`src/rtl/tt_pkg.sv`:
```
// Shared types and constants for the truth-table extractor.
// No logic; state encoding, table-width helper and default settle time.
// Imported by the sequencer and the top level.
package tt_pkg;

    typedef enum logic [1:0] {
        IDLE   = 2'd0,
        SETTLE = 2'd1,
        SAMPLE = 2'd2,
        DONE   = 2'd3
    } tt_state_e;

    localparam int SETTLE_CYCLES_DEF = 2;

    // Wide enough for the largest supported settle time (15).
    localparam int CNT_W = 4;

    function automatic int tt_width(input int n);
        return 2 ** n;
    endfunction

endpackage

```
`src/rtl/tt_vector_sequencer.sv`:
```
// Walks the input vector index and the per-vector settle countdown.
// Latency: SETTLE_CYCLES cycles of settle plus one sample cycle per vector.
// Backpressure: none; advances only when the FSM reports settling/sampling.
module tt_vector_sequencer
    import tt_pkg::*;
#(
    parameter int N_IN          = 4,
    parameter int SETTLE_CYCLES = SETTLE_CYCLES_DEF
) (
    input  logic            clk,
    input  logic            rst,
    input  logic            start_sweep,
    input  logic            settling,
    input  logic            sampling,
    output logic [N_IN-1:0] nut_in,
    output logic            settle_done,
    output logic            sample_strobe,
    output logic            last_vector
);

    localparam int TT_W  = tt_width(N_IN);
    localparam int IDX_W = N_IN + 1;

    localparam logic [CNT_W-1:0] CNT_LOAD = CNT_W'(SETTLE_CYCLES - 1);
    localparam logic [IDX_W-1:0] IDX_LAST = IDX_W'(TT_W - 1);

    // One extra index bit so the last vector is recognised before any wrap.
    logic [IDX_W-1:0] idx;
    logic [CNT_W-1:0] cnt;

    always_ff @(posedge clk or posedge rst) begin
        if (rst) begin
            idx <= '0;
            cnt <= '0;
        end else if (start_sweep) begin
            idx <= '0;
            cnt <= CNT_LOAD;
        end else if (settling && cnt != '0) begin
            cnt <= cnt - CNT_W'(1);
        end else if (sampling) begin
            if (last_vector) begin
                idx <= '0;
                cnt <= '0;
            end else begin
                idx <= idx + IDX_W'(1);
                cnt <= CNT_LOAD;
            end
        end
    end

    assign nut_in        = idx[N_IN-1:0];
    assign settle_done   = settling && (cnt == '0);
    assign sample_strobe = sampling;
    assign last_vector   = (idx == IDX_LAST);

endmodule

```
`src/rtl/tt_extractor.sv`:
```
// Sweeps every input vector into a netlist under test and builds its truth table.
// Latency: start accept to done = TT_W*(SETTLE_CYCLES+1)+1 cycles.
// Backpressure: start is ignored while busy; results held until the next start.
module tt_extractor
    import tt_pkg::*;
#(
    parameter int N_IN          = 4,
    parameter int SETTLE_CYCLES = SETTLE_CYCLES_DEF,
    localparam int TT_W         = tt_width(N_IN)
) (
    input  logic            clk,
    input  logic            rst,
    input  logic            start,
    input  logic [TT_W-1:0] expected_tt,
    output logic [N_IN-1:0] nut_in,
    input  logic            nut_out,
    output logic            busy,
    output logic            done,
    output logic [TT_W-1:0] tt,
    output logic            match
);

    tt_state_e       state;
    tt_state_e       state_nxt;
    logic            start_acc;
    logic            settle_done;
    logic            sample_strobe;
    logic            last_vector;
    logic [TT_W-1:0] exp_q;
    logic [TT_W-1:0] tt_next;
    logic [N_IN-1:0] bit_pos;

    assign start_acc = start && (state == IDLE || state == DONE);

    tt_vector_sequencer #(
        .N_IN          (N_IN),
        .SETTLE_CYCLES (SETTLE_CYCLES)
    ) u_seq (
        .clk           (clk),
        .rst           (rst),
        .start_sweep   (start_acc),
        .settling      (state == SETTLE),
        .sampling      (state == SAMPLE),
        .nut_in        (nut_in),
        .settle_done   (settle_done),
        .sample_strobe (sample_strobe),
        .last_vector   (last_vector)
    );

    always_comb begin
        state_nxt = state;
        case (state)
            IDLE:    if (start_acc) state_nxt = SETTLE;
            SETTLE:  if (settle_done) state_nxt = SAMPLE;
            SAMPLE:  state_nxt = last_vector ? DONE : SETTLE;
            DONE:    state_nxt = start_acc ? SETTLE : IDLE;
            default: state_nxt = IDLE;
        endcase
    end

    always_ff @(posedge clk or posedge rst) begin
        if (rst) state <= IDLE;
        else     state <= state_nxt;
    end

    // MSB-first placement: TT_W-1-i equals the bitwise inverse of i in N_IN bits.
    assign bit_pos = ~nut_in;

    always_comb begin
        tt_next          = tt;
        tt_next[bit_pos] = nut_out;
    end

    always_ff @(posedge clk or posedge rst) begin
        if (rst) begin
            tt    <= '0;
            exp_q <= '0;
            match <= 1'b0;
        end else if (start_acc) begin
            tt    <= '0;
            exp_q <= expected_tt;
            match <= 1'b0;
        end else if (sample_strobe) begin
            tt <= tt_next;
            // Compare the completed table only, so match never rises mid-sweep.
            if (last_vector) match <= (tt_next == exp_q);
        end
    end

    assign busy = (state == SETTLE) || (state == SAMPLE);
    assign done = (state == DONE);

endmodule

```
`config.mk`:
```
export PLATFORM = sky130hd
export DESIGN_NAME = tt_extractor
export DESIGN_NICKNAME = d
export VERILOG_FILES = /design/src/rtl/tt_pkg.sv /design/src/rtl/tt_vector_sequencer.sv /design/src/rtl/tt_extractor.sv
export SDC_FILE = /design/constraint.sdc
export NUM_CORES = 1
export LEC_CHECK = 0
export CORE_MARGIN = 3
export CORE_UTILIZATION = 54
export CTS_CLUSTER_SIZE = 10
export DETAILED_ROUTE_END_ITERATION = 8
export GPL_TIMING_DRIVEN = 0
export PLACE_DENSITY = 0.8
export SETUP_SLACK_MARGIN = 0.3
export SLEW_MARGIN = 20
export SYNTH_ARGS = -nofsm -noshare
export SYNTH_HDL_FRONTEND = slang
export SYNTH_HIERARCHICAL = 1
export SYNTH_SLANG_ARGS = --single-unit
export TNS_END_PERCENT = 50
```
`constraint.sdc`:
```
create_clock -name clk -period 2.4 [get_ports clk]
set_input_delay 0.24 -clock clk [delete_from_list [all_inputs] [get_ports clk]]
set_output_delay 0.24 -clock clk [all_outputs]
set_load 0.03 [all_outputs]
```
==> run metrics <==
status complete, no violations; largest family of logic cells by synthesized area simple AND/OR/NAND/NOR gates; Clock Sinks 44; setup violators final 0; via count around 2500; first-pass GRT wire length roughly 12000 µm; port bufs 42; WL/cell ~16 µm; worst rel slew slack around 50%; CP peak stage delay roughly 420 ps; dominant delay contributor by cell family on the critical path simple AND/OR/NAND/NOR gates; nets@finish just under 400; Setup TNS 0 ps; H-tree lvl count 2; mux contribution to synthesized area under 10%; Worst path slowest cell nor4_2; CTS tree built; Worst-path clk slew about 80 ps; PD cells approximately 1000 nW/µm²; distinct cell type count of the synthesized netlist between 40 and 50; CP Class flip-flop to flip-flop; Final Critical Period 2240 ps; Detail Route Antenna Nets 0; CTS max path bufs 2; Post-Syn Area between 2000 and 3000 µm²; EDFF count, synth 0; Crit path arrival time 2460 ps; crit-path cells buf_4, buf_6, nor4b_4, mux2i_1, xnor2_1, nor4_2, nand4_1, o31ai_1; initial drt markers 155; syn_area_per_cell 8.87 µm²; Crit path buffers/inverters 2; Root Buffer clkbuf_8; total wire length ~7000 µm; Post-synth ARST share 100%; crit end category flip-flop; Fmax achieved about 0.45 GHz; Synth Area in XOR/XNOR 4.82%; Post-Synth Adder-Cell Area about 3.2%; total power between 0.003 and 0.004 W; # hold bufs at CTS 0; Antenna Cells 0; num rows 25; die width 77.0 µm; IO Pins 43; Syn Inst Count ~310; Synthesis Warnings 6; initial antenna violation count 0; Critical Path Source Type flip-flop; Pre-Repair DR Iteration Count 4; RSZ-0062 raised after global routing true; Detailed Place HPWL roughly 4800 µm; Lkg Pwr ~1.5 nW; post-synthesis sequential area ratio between 40% and 50%; All-Layer GR Usage between 20 and 25%; clock latency on the worst-skew pair around 310 ps; hold crit path type input port to async pin; most common flop cell mapped by yosys dfrtp_1; total of max-cap violations 0; Synthesized Nets 334; post-synthesis simple-gate area fraction roughly a quarter; CP required 2620 ps; Core ar. 4790 µm²; total CTS buffers 5; # DRC 0; layout cells sized above 1 roughly 15%; Vias/cell approximately 5.7; Final Slew Violations 0; GP Congestion 0.881; Syn-to-layout area delta 31.1%; vias in the first global route roughly 2400; largest net degree at the start of global routing 36; starting density of the core about 57%; Max VDD drop 0.557 mV; Final period util between 90% and 100%; Least-Margin Pin Slew 749 ps; Max Clock Skew approximately 7.6 ps; die height approximately 77 µm; Yosys reg bits 44; final hold vios 0; Compound-Gate Fraction of Synth Area between 10% and 20%; critical path peak fanout 10; Die Area between 5000 and 6000 µm²; GRT overflow 0
==> per-layer routing <==
metal / track usage [%] / vias to the layer above / share of wire [%]
met5: 0 / - / 0
met4: 9.96 / 0 / 2.4
met3: 5.28 / 20 / 6.8
met2: 40.0 / 108 / 49
met1: 32.3 / 1166 / 42
li1: - / 1175 / -
==> path summary, 6_finish.rpt <==
path / start / to / slack, ps / cells past startpoint
setup / recovery: u_seq/idx[3]$_DFFE_PP0P_ / match$_DFFE_PP0P_ / 160 / 8
hold / removal: rst / u_seq/idx[3]$_DFFE_PP0P_ / 270 / 2
setup reg to reg: u_seq/idx[3]$_DFFE_PP0P_ / match$_DFFE_PP0P_ / 160 / 8
hold reg to reg: exp_q[3]$_DFFE_PP0N_ / exp_q[3]$_DFFE_PP0N_ / 500 / 2
max in group asynchronous: rst / state[1]$_DFFE_PP0P_ / 1500 / 2
min in group clk: expected_tt[10] / exp_q[10]$_DFFE_PP0N_ / 450 / 3
==> placed cells by master, fill, tap and decap left out, types with 5 or more instances in the layout <==
cell             instances
a21oi_1                 14
buf_4                   13
buf_6                    5
clkbuf_1                 5
clkbuf_8                 7
clkdlybuf4s50_1         42
dfrtp_1                 44
ha_1                     5
inv_1                    9
mux2i_1                 24
nand2_1                 57
nand2b_1                 6
nand3_1                  8
nand4b_1                 5
nor2_1                  26
nor3_1                   5
o21ai_0                  8
xnor2_1                 12
==> Yosys cell counts, drive strengths merged, types with 2 or more instances <==
cell type	number	share of area, %
nand2	57	7.9
dfrtp	44	40
nor2	26	3.6
mux2i	25	9.2
a21oi	15	2.9
buf	15	3.4
xnor2	12	3.9
inv	11	1.5
clkbuf	8	1.1
nand3	8	1.5
o21ai	8	1.5
ha	7	3.2
nand2b	6	1.4
nor3	6	1.1
nor3b	6	1.8
nand4b	5	1.6
nor2b	4	0.92
nor4	4	0.92
o211ai	4	1.1
a31oi	3	0.69
nor4b	3	0.96
nor4bb	3	1.1
xor2	3	0.96
a41oi	2	0.64
nand4	2	0.46
or3	2	0.46
==> worst reg2reg max path, cell delays in order (launching register included) <==
cell     delay [ps]
dfrtp_1         390
buf_4           160
buf_6           150
nor4b_4         270
mux2i_1         240
xnor2_1         100
nor4_2          420
nand4_1         190
o31ai_1         220
==> through the flow <==
| step | setup WS (ps) | std cells | instance area (µm²) | util, % | hold WS, ps |
|---|---|---|---|---|---|
| finish | 158 | 432 | 3570 | 74.6 | 266 |
| global placement | 77.9 | 416 | 3240 | 67.6 | 483 |
| CTS | 275 | 430 | 3510 | 73.4 | 270 |
| detailed placement | 48.3 | 416 | 3240 | 67.6 | 483 |
| global route | 88.7 | 432 | 3570 | 74.6 | 308 |
| floorplan | 345 | 307 | 2730 | - | 67.9 |
==> power by group <==
group | total (W) | leakage, nW | internal, W | switching [W]
logic | 0.00199 | 0.857 | 0.000860 | 0.00113
clock network | 0.000603 | 0.0614 | 0.000340 | 0.000263
registers | 0.00115 | 0.576 | 0.000963 | 0.000190
total | 0.00374 | 1.49 | 0.00216 | 0.00158
==> final cells by class <==
type                            instances  area (µm²)
Sequential cell                        44        1100
Inverter                               12        47.5
Clock buffer                            6        82.6
Timing Repair Buffer                   51         488
Buffer                                 22         165
Fill cell                             358        1220
Multi-Input combinational cell        228        1560
Clock inverter                          2        38.8
Tap cell                               67        83.8
==> cells by family after synthesis <==
group           after synthesis
compound gates               43
xor+xnor                     15
fa+ha+maj                     7
buf+inv                      35
flops                        44
mux                          26
simple gates                137
==> timing repair <==
action                     4_1_cts  5_1_grt
pin swaps                        5        6
gates resized for setup         21       11
buffers inserted                 7        2
setup endpoints to repair       14       13
==> registers in the layout (all words and copies together), names as in the netlist <==
register / cells
tt: 16
state: 2
u_seq/idx: 5
u_seq/cnt: 4
match: 1
exp_q: 16
No activity file was read; power rests on OpenSTA's default activity.
